<file path="config.mk">
export PLATFORM = sky130hd
export DESIGN_NAME = line_clear_ctrl_flat
export DESIGN_NICKNAME = d
export VERILOG_FILES = /design/src/rtl/tetris_pkg.sv /design/src/rtl/line_clear_ctrl_if.sv /design/src/rtl/line_clear_ctrl_shifter.sv /design/src/rtl/line_clear_ctrl.sv /design/src/flat_wrapper.sv
export SDC_FILE = /design/constraint.sdc
export NUM_CORES = 1
export LEC_CHECK = 0
export ABC_AREA = 1
export CORE_ASPECT_RATIO = 0.7
export CORE_UTILIZATION = 50
export DETAILED_ROUTE_END_ITERATION = 7
export PLACE_DENSITY = 0.76
export SLEW_MARGIN = 20
export SYNTH_ARGS = -nofsm -noshare
export SYNTH_HDL_FRONTEND = slang
export SYNTH_SLANG_ARGS = --single-unit
</file>
<file path="constraint.sdc">
create_clock -name clk -period 1.9 [get_ports clk]
set_input_delay 0.57 -clock clk [delete_from_list [all_inputs] [get_ports clk]]
set_output_delay 0.57 -clock clk [all_outputs]
set_load 0.03 [all_outputs]
</file>
<file path="src/rtl/tetris_pkg.sv">
// Shared grid geometry, controller state encoding and the full-row detector.
package tetris_pkg;

  localparam int NUM_ROWS  = 7;
  localparam int ROW_W     = 7;
  localparam int GRID_W    = NUM_ROWS * ROW_W;
  localparam int ROW_IDX_W = 3;

  typedef enum logic [1:0] {
    IDLE  = 2'd0,
    SCAN  = 2'd1,
    CLEAR = 2'd2,
    DONE  = 2'd3
  } state_t;

  // Bit r is set when every cell of row r is occupied.
  function automatic logic [NUM_ROWS-1:0] full_row_mask(input logic [GRID_W-1:0] grid);
    logic [NUM_ROWS-1:0] mask;
    for (int r = 0; r < NUM_ROWS; r++) begin
      mask[r] = &grid[ROW_W*r +: ROW_W];
    end
    return mask;
  endfunction

endpackage

</file>
<file path="src/rtl/line_clear_ctrl_if.sv">
// Request/result bundle between the piece-lock logic and the line-clear controller.
interface line_clear_ctrl_if
  import tetris_pkg::*;
#(
  parameter int SCORE_W = 16
);

  logic                 start;
  logic [GRID_W-1:0]    grid_in;
  logic                 score_clr;
  logic                 busy;
  logic                 done;
  logic [GRID_W-1:0]    grid_out;
  logic [ROW_IDX_W-1:0] lines_cleared;
  logic [SCORE_W-1:0]   score;

  modport master (
    output start, grid_in, score_clr,
    input  busy, done, grid_out, lines_cleared, score
  );

  modport slave (
    input  start, grid_in, score_clr,
    output busy, done, grid_out, lines_cleared, score
  );

endinterface

</file>
<file path="src/rtl/line_clear_ctrl_shifter.sv">
// Combinational row remover: drops the selected row, shifts rows above it down one, fills row 0 with zeros.
// Transparent (new_grid = fallen_pieces) when not enabled.
module line_clear_ctrl_shifter
  import tetris_pkg::*;
(
  input  logic [GRID_W-1:0]    fallen_pieces,
  input  logic [ROW_IDX_W-1:0] row,
  input  logic                 enabled,
  output logic [GRID_W-1:0]    new_grid
);

  always_comb begin
    new_grid = fallen_pieces;
    if (enabled) begin
      new_grid[0 +: ROW_W] = '0;
      for (int r = 1; r < NUM_ROWS; r++) begin
        if (r <= int'(row)) begin
          new_grid[ROW_W*r +: ROW_W] = fallen_pieces[ROW_W*(r-1) +: ROW_W];
        end
      end
    end
  end

endmodule

</file>
<file path="src/rtl/line_clear_ctrl.sv">
// Clears every full row of a latched grid, one SCAN/CLEAR pair per row; done follows 2k+1 edges after start.
// Tracks rows removed per operation and a saturating running score.
module line_clear_ctrl
  import tetris_pkg::*;
#(
  parameter int SCORE_W = 16
)(
  input  logic             clk,
  input  logic             reset,
  line_clear_ctrl_if.slave bus
);

  state_t               state;
  logic [GRID_W-1:0]    grid_q;
  logic [ROW_IDX_W-1:0] count;
  logic [ROW_IDX_W-1:0] row_sel;
  logic                 busy_q;
  logic                 done_q;
  logic [GRID_W-1:0]    grid_out_q;
  logic [ROW_IDX_W-1:0] lines_q;
  logic [SCORE_W-1:0]   score_q;

  logic [NUM_ROWS-1:0]  full;
  logic [ROW_IDX_W-1:0] sel_next;
  logic [GRID_W-1:0]    new_grid;

  // Later (higher-index) rows win, so the bottom-most full row is removed first.
  always_comb begin
    full     = full_row_mask(grid_q);
    sel_next = '0;
    for (int r = 0; r < NUM_ROWS; r++) begin
      if (full[r]) sel_next = ROW_IDX_W'(r);
    end
  end

  line_clear_ctrl_shifter u_shifter (
    .fallen_pieces (grid_q),
    .row           (row_sel),
    .enabled       (state == CLEAR),
    .new_grid      (new_grid)
  );

  always_ff @(posedge clk) begin
    if (reset) begin
      state      <= IDLE;
      grid_q     <= '0;
      count      <= '0;
      row_sel    <= '0;
      busy_q     <= 1'b0;
      done_q     <= 1'b0;
      grid_out_q <= '0;
      lines_q    <= '0;
      score_q    <= '0;
    end else begin
      done_q <= 1'b0;
      case (state)
        IDLE: begin
          if (bus.start) begin
            grid_q <= bus.grid_in;
            count  <= '0;
            busy_q <= 1'b1;
            state  <= SCAN;
          end
        end
        SCAN: begin
          if (|full) begin
            row_sel <= sel_next;
            state   <= CLEAR;
          end else begin
            done_q     <= 1'b1;
            busy_q     <= 1'b0;
            grid_out_q <= grid_q;
            lines_q    <= count;
            state      <= DONE;
          end
        end
        CLEAR: begin
          grid_q <= new_grid;
          count  <= count + 1'b1;
          state  <= SCAN;
        end
        DONE:    state <= IDLE;
        default: state <= IDLE;
      endcase

      // A clear request beats the increment from a coincident CLEAR cycle.
      if (bus.score_clr) begin
        score_q <= '0;
      end else if (state == CLEAR && score_q != {SCORE_W{1'b1}}) begin
        score_q <= score_q + 1'b1;
      end
    end
  end

  assign bus.busy          = busy_q;
  assign bus.done          = done_q;
  assign bus.grid_out      = grid_out_q;
  assign bus.lines_cleared = lines_q;
  assign bus.score         = score_q;

endmodule

</file>
<file path="src/flat_wrapper.sv">
// flat-port wrapper written by rule: the top's interface ports become plain ports
module line_clear_ctrl_flat import tetris_pkg::*;
#(
  parameter int SCORE_W = 16
)
  (clk, reset, bus_start, bus_grid_in, bus_score_clr, bus_busy, bus_done, bus_grid_out, bus_lines_cleared, bus_score);
  line_clear_ctrl_if #(.SCORE_W(SCORE_W)) bus_i ();
  input  logic clk;
  input  logic reset;
  input wire logic [$bits(bus_i.start)-1:0] bus_start;
  input wire logic [$bits(bus_i.grid_in)-1:0] bus_grid_in;
  input wire logic [$bits(bus_i.score_clr)-1:0] bus_score_clr;
  output wire logic [$bits(bus_i.busy)-1:0] bus_busy;
  output wire logic [$bits(bus_i.done)-1:0] bus_done;
  output wire logic [$bits(bus_i.grid_out)-1:0] bus_grid_out;
  output wire logic [$bits(bus_i.lines_cleared)-1:0] bus_lines_cleared;
  output wire logic [$bits(bus_i.score)-1:0] bus_score;
  assign bus_i.start = bus_start;
  assign bus_i.grid_in = bus_grid_in;
  assign bus_i.score_clr = bus_score_clr;
  assign bus_busy = bus_i.busy;
  assign bus_done = bus_i.done;
  assign bus_grid_out = bus_i.grid_out;
  assign bus_lines_cleared = bus_i.lines_cleared;
  assign bus_score = bus_i.score;
  line_clear_ctrl #(.SCORE_W(SCORE_W)) u_core (.clk(clk), .reset(reset), .bus(bus_i));
endmodule
</file>
# After elaboration in Yosys (flattened, before gate mapping)

Index checks and enable logic that the tools add are counted.

Eq/ne operators: 12
Add/sub/neg operators: 2
Bitwise operators: 2
Muxes and demuxes: 23
Reductions and logical operators: 24
Magnitude comparators: 6

Operator list:

| kind                                                                            | number |
|---|---|
| 49-bit case mux with 2 select lines                                             | 1 |
| 49-bit two-way mux                                                              | 1 |
| 7-bit AND reduction                                                             | 7 |
| 7-bit two-way mux                                                               | 6 |
| 3-bit AND reduction                                                             | 7 |
| 16-bit by 1-bit adder with 16-bit output, second input constant                 | 1 |
| 16-bit != test, second input constant                                           | 1 |
| 3-bit two-way mux                                                               | 4 |
| 2-bit by 1-bit != test with 1-bit output, second input constant                 | 6 |
| 3-bit less-or-equal comparator, first input constant                            | 3 |
| 2-bit case mux with 4 select lines                                              | 1 |
| 7-bit OR reduction                                                              | 1 |
| 2-bit by 3-bit less-or-equal comparator with 1-bit output, first input constant | 2 |
| 2-bit two-way mux                                                               | 3 |
| 3-bit case mux with 2 select lines                                              | 1 |
| 2-bit AND reduction                                                             | 3 |
| 1-bit two-way mux                                                               | 5 |
| 2-bit == test, second input constant                                            | 2 |
| 2-bit != test, second input constant                                            | 2 |
| 2-bit nonzero test                                                              | 2 |
| 2-bit OR reduction                                                              | 2 |
| 3-bit by 1-bit adder with 3-bit output, second input constant                   | 1 |
| 1-bit by 3-bit less-or-equal comparator with 1-bit output, first input constant | 1 |
| 2-bit by 1-bit == test with 1-bit output, second input constant                 | 1 |
| 4 further kinds                                                                 | 5 |

Output and inout bits: 70
Flip-flop bits (word level): 127
Input port bits: 53
Word-level logic and storage cells: 84

# Depth between registers and ports, before layout

Depth after elaboration: 7
Mapped depth: 11
Gate-level depth less buffers: 11

# By module

From an unflattened synthesis, not the netlist that was laid out.

Cell total of the unflattened synthesis: 839
Area total of the unflattened synthesis: 6032.0 µm²

By module, submodules not included:

| module                  | area each (µm²) | cells an instance | instances | seq. area each (µm²) |
|---|---|---|---|---|
| line_clear_ctrl         | 5355.1          | 686               | 1         | 2542.4 |
| line_clear_ctrl_shifter | 676.9           | 153               | 1         | 0.0 |

# Worst setup path before layout

Ideal clock, no wire load.

Path type: reg2reg
From: reg u_core.score_q[0], in the netlist u_core.bus.score[0]
To: reg u_core.score_q[3], in the netlist u_core.bus.score[3]
Cell stages (with the launch flop): 11
Required time: 1.782 ns
Clock period less this slack: 1.898 ns
Path buffers: 1
Data arrival time: 1.780 ns
Setup slack: 0.002 ns
Setup time: 0.118 ns
Cell sequence: dfxtp_1 > ha_1 > nand2_1 > nor2_1 > and2_1 > nand3_1 > nand2_1 > clkbuf_1 > o21ai_1 > nand2_1 > nor2_1

Cells in the longest elaborated chain, start to end: 2
Elaborated cells between the ends (all ways): 3
Classes of those cells: add/sub: 1; eq/ne: 1; reduce/logical: 1

Ends and longest elaborated chain:

| element                                                                          | line                  | RTL |
|---|---|---|
| from (decl)                                                                      | line_clear_ctrl.sv:21 | `logic [SCORE_W-1:0] score_q;` |
| from (signal assigned)                                                           | line_clear_ctrl.sv:90 | `score_q <= score_q + 1'b1;` |
| branches (longest 2 deep; another with 16-bit by 1-bit adder with 16-bit output) | -                     |  |

Several ways; the timed one is not identified.
A chain may end at the register's enable or synchronous reset.

# Worst setup path after layout

From: reg u_core.score_q[10], in the netlist u_core.bus.score[10]
To: out bus_score[10]

RTL lines:

| element   | line               | RTL |
|---|---|---|
| to (decl) | flat_wrapper.sv:17 | `output wire logic [$bits(bus_i.score)-1:0] bus_score;` |

No word-level cell between the ends.

==> qor.txt <==
Overall die width - 128 um
Post-synthesis average cell area - 7.00 um^2
Crit path max-delay cell type - sky130_fd_sc_hd__dlygate4sd2_1
Syn. warnings - 0
Antenna-violating nets left - 0
Gate family responsible for the most delay along the worst path - buffers and inverters
Chip height - 90.0 um
CP cell instances - dlygate4sd2_1
Max-cap viol count - 0
Most instantiated cells after synthesis - 198 x sky130_fd_sc_hd__nand2_1, 127 x sky130_fd_sc_hd__dfxtp_1, 93 x sky130_fd_sc_hd__inv_1, 88 x sky130_fd_sc_hd__a21oi_1, 67 x sky130_fd_sc_hd__nor2_1
Worst Max-Slew Pin Slew - 376 ps
CTS clk-pin slew, worst paths - 60 ps
First-pass GRT wire length - 24400 um
Number of buffers created by CTS - 17
Net switching share of the total power - 29.1%
Final Total Pwr - 7.80 mW
Area share of the leading cell type in the synthesized netlist - 45.9%
Power per unit of standard cell area - 1030 nW/um^2
Critical path type - register to output port
Antenna diode count - 0
Minimum setup slack after placement - -186 ps
Shortest clock period the worst path allows after layout - 1830 ps
Root buf cell - sky130_fd_sc_hd__clkbuf_16
Layout cell share with drive strength beyond 1 - 8.19%
Leading cell type by number of instances after synthesis - sky130_fd_sc_hd__nand2_1
Core Util, Final - 71.5%
Relative max-transition margin - 74.9%
Via count of the first global-routing pass - 5066
1st-iter DRT viols - 488
Count of buffering cells on the critical path with inverters included - 1
Syn nets - 846
Relative contribution of the clock network to total power - 42.6%
Max Freq - 547 MHz
Classification of the worst-slack hold path - register to register
Number of optimization iterations in the first detailed-route pass - 5
Die area - 11500 um^2
Unrepaired setup endpoints after global routing - no
Async SR Flop Fraction - 0%
Outcome - complete, no violations
Area growth syn-to-layout - 36.4%
Gate count of the mapped netlist - 791
Mean number of vias per cell - 5.09
Yosys top cell by area - sky130_fd_sc_hd__dfxtp_1
CP max stage delay - 440 ps
Top-level port count - 123
Detailed placer's ending HPWL - 10400 um
Reg power frac - 40.2%
Filler cell count in the final layout - 894
Area taken by multi-input logic gates - 2470 um^2
Critical path arrival - 1260 ps
Sum of routed wire length over all layers - 14700 um
Data required time of the critical path - 1330 ps
Sequential cell area in the final layout - 2540 um^2
Comb power frac - 17.2%
Post-synth top flop - sky130_fd_sc_hd__dfxtp_1
Cell types with the largest area share after synthesis - sky130_fd_sc_hd__dfxtp_1 46%, sky130_fd_sc_hd__nand2_1 13%, sky130_fd_sc_hd__a21oi_1 8.0%
Critical Path Fanout Max - 5
Leakage - 3.34 nW
Area of the mapped netlist - 5530 um^2
Pins over their slew limit - 0
Vias after detailed routing - 5480
Std-Cell Core Area - 10600 um^2
CTS H-tree lvls - 4
Fin nets - 971
Count of unique library cells instantiated by Yosys - 32
Clock latency on the worst-skew pair - 410 ps
Maximum number of pins on one net before global-route repair - 62
Number of core rows - 31
Count of endpoints failing hold in the final timing report - 0
Total routing resource utilization after global routing - 26.8%
Switch Pwr - 2.27 mW
Post-route worst setup slack - 70.9 ps
Final setup viols - 0
Number of flip-flops and latches in the synthesized netlist - 127
Final Wtd Congestion - 0.877
Endpoint kind of the worst setup timing path - output port
Cell internal pwr - 5.53 mW
Count of unresolved DRC violations after routing - 0
Routed len/inst - 13.7 um
Post-synth EDFFs - 0
Sum of overflow across all layers after global routing - 0
Starting density of the core - 52.5%
TritonCTS clock tree - built
Worst-case clock skew - 6.79 ps
Sequential area share after synthesis - 45.9%
Number of sinks driven by the clock tree - 127
Final worst-path cycle share - 96.3%
Buffers on Ports - 122
Max VDD drop - 0.639 mV
Crit start category - register
Antenna violations before repair - 0
Buffers from clock root to sink, at most - 2
per-stage QoR:
step / std cells / instance area (um^2) / TNS (ps) / hold slack, ps
5_1_grt: 1076 / 7550 / 0 / 452
2_1_floorplan: 791 / 5530 / 0 / 448
6_report: 1076 / 7550 / 0 / 440
3_3_place_gp: 1045 / 7030 / -2210 / 431
3_5_place_dp: 1045 / 7030 / -3250 / 436
4_1_cts: 1076 / 7550 / 0 / 442
cells in the final DEF (no fill, tap or decap), types with 2 or more instances in the layout:
cell type,instances
sky130_fd_sc_hd__nand3_1,21
sky130_fd_sc_hd__clkdlybuf4s50_1,52
sky130_fd_sc_hd__o21ai_4,2
sky130_fd_sc_hd__a21oi_1,88
sky130_fd_sc_hd__nand2_2,3
sky130_fd_sc_hd__o21ai_1,34
sky130_fd_sc_hd__inv_1,92
sky130_fd_sc_hd__nand2_1,198
sky130_fd_sc_hd__buf_12,5
sky130_fd_sc_hd__o21ai_0,63
sky130_fd_sc_hd__dfxtp_1,125
sky130_fd_sc_hd__ha_1,2
sky130_fd_sc_hd__a31oi_1,14
sky130_fd_sc_hd__nor2_1,67
sky130_fd_sc_hd__nor3_1,7
sky130_fd_sc_hd__clkinv_2,3
sky130_fd_sc_hd__buf_4,18
sky130_fd_sc_hd__xnor2_1,4
sky130_fd_sc_hd__dlygate4sd2_1,70
sky130_fd_sc_hd__inv_2,8
sky130_fd_sc_hd__nand4_1,2
sky130_fd_sc_hd__dfxtp_2,2
sky130_fd_sc_hd__clkinv_4,5
sky130_fd_sc_hd__xor2_1,2
sky130_fd_sc_hd__nor2_2,2
sky130_fd_sc_hd__o211a_1,6
sky130_fd_sc_hd__clkbuf_16,17
sky130_fd_sc_hd__bufinv_16,3
final timing paths:
check | start | end | slack [ps] | depth (start not counted)
max | u_core.bus.score[10] | bus_score[10] | 70 | 1
min | u_core.bus.grid_out[45] | u_core.bus.grid_out[45] | 440 | 2
max reg2reg | u_core.state[1] | u_core.grid_q[29] | 130 | 9
min reg2reg | u_core.bus.grid_out[45] | u_core.bus.grid_out[45] | 440 | 2
cells by family (layout without fill, tap and decap cells):
logic type | after synthesis | after routing | synth area share (%)
DFF | 127 | 127 | 45.9
adders and majority gates | 2 | 2 | 0.452
AOI/OAI and AO/OA | 210 | 210 | 20.6
and+or+nand+nor | 307 | 307 | 22.4
buffers and inverters | 139 | 276 | 9.65
xor gates and xnor gates | 6 | 6 | 0.950
area by class of cell:
class                   count  share of cell area [%]
flip-flops and latches    127                    33.7
multi-input cells         525                    32.7
repair buffers            145                    18.1
clock buffers              18                    5.82
inverters                 100                    4.97
well taps                 148                    2.45
clock inverters            13                    2.19
power by group through the flow:
| stage | clock (mW) | combinational (mW) | sequential, mW |
|---|---|---|---|
| 3_3_place_gp | 0 | 1.39 | 3.18 |
| 2_1_floorplan | 0 | 0.617 | 3.37 |
| 3_5_place_dp | 0 | 1.42 | 3.19 |
| 6_report | 3.32 | 1.34 | 3.14 |
| 5_1_grt | 3.49 | 1.47 | 3.17 |
| 4_1_cts | 3.34 | 1.34 | 3.13 |
what timing repair did:
action,in CTS,in global routing
buffers inserted,0,0
endpoints found under the setup margin,70,2
hold buffers,0,0
gates cloned,0,0
gates resized for setup,70,2
metal layers:
metal  vias to the layer above  routed length [um]  global-route usage, %
met4                         0                 211                   9.71
met5                         -                   0                      0
met1                      2464                7070                   38.0
met2                       202                6380                   40.1
li1                       2789                   -                      -
met3                        25                1070                   5.36
sequential cells by signal, indices dropped and copies added, names as in the netlist:
register,count
u_core.state,2
u_core.grid_q,49
u_core.bus.score,16
u_core.bus.lines_cleared,3
u_core.bus.done,1
u_core.count,3
u_core.bus.grid_out,49
u_core.bus.busy,1
u_core.row_sel,3
(Power assumes the default switching activity.)
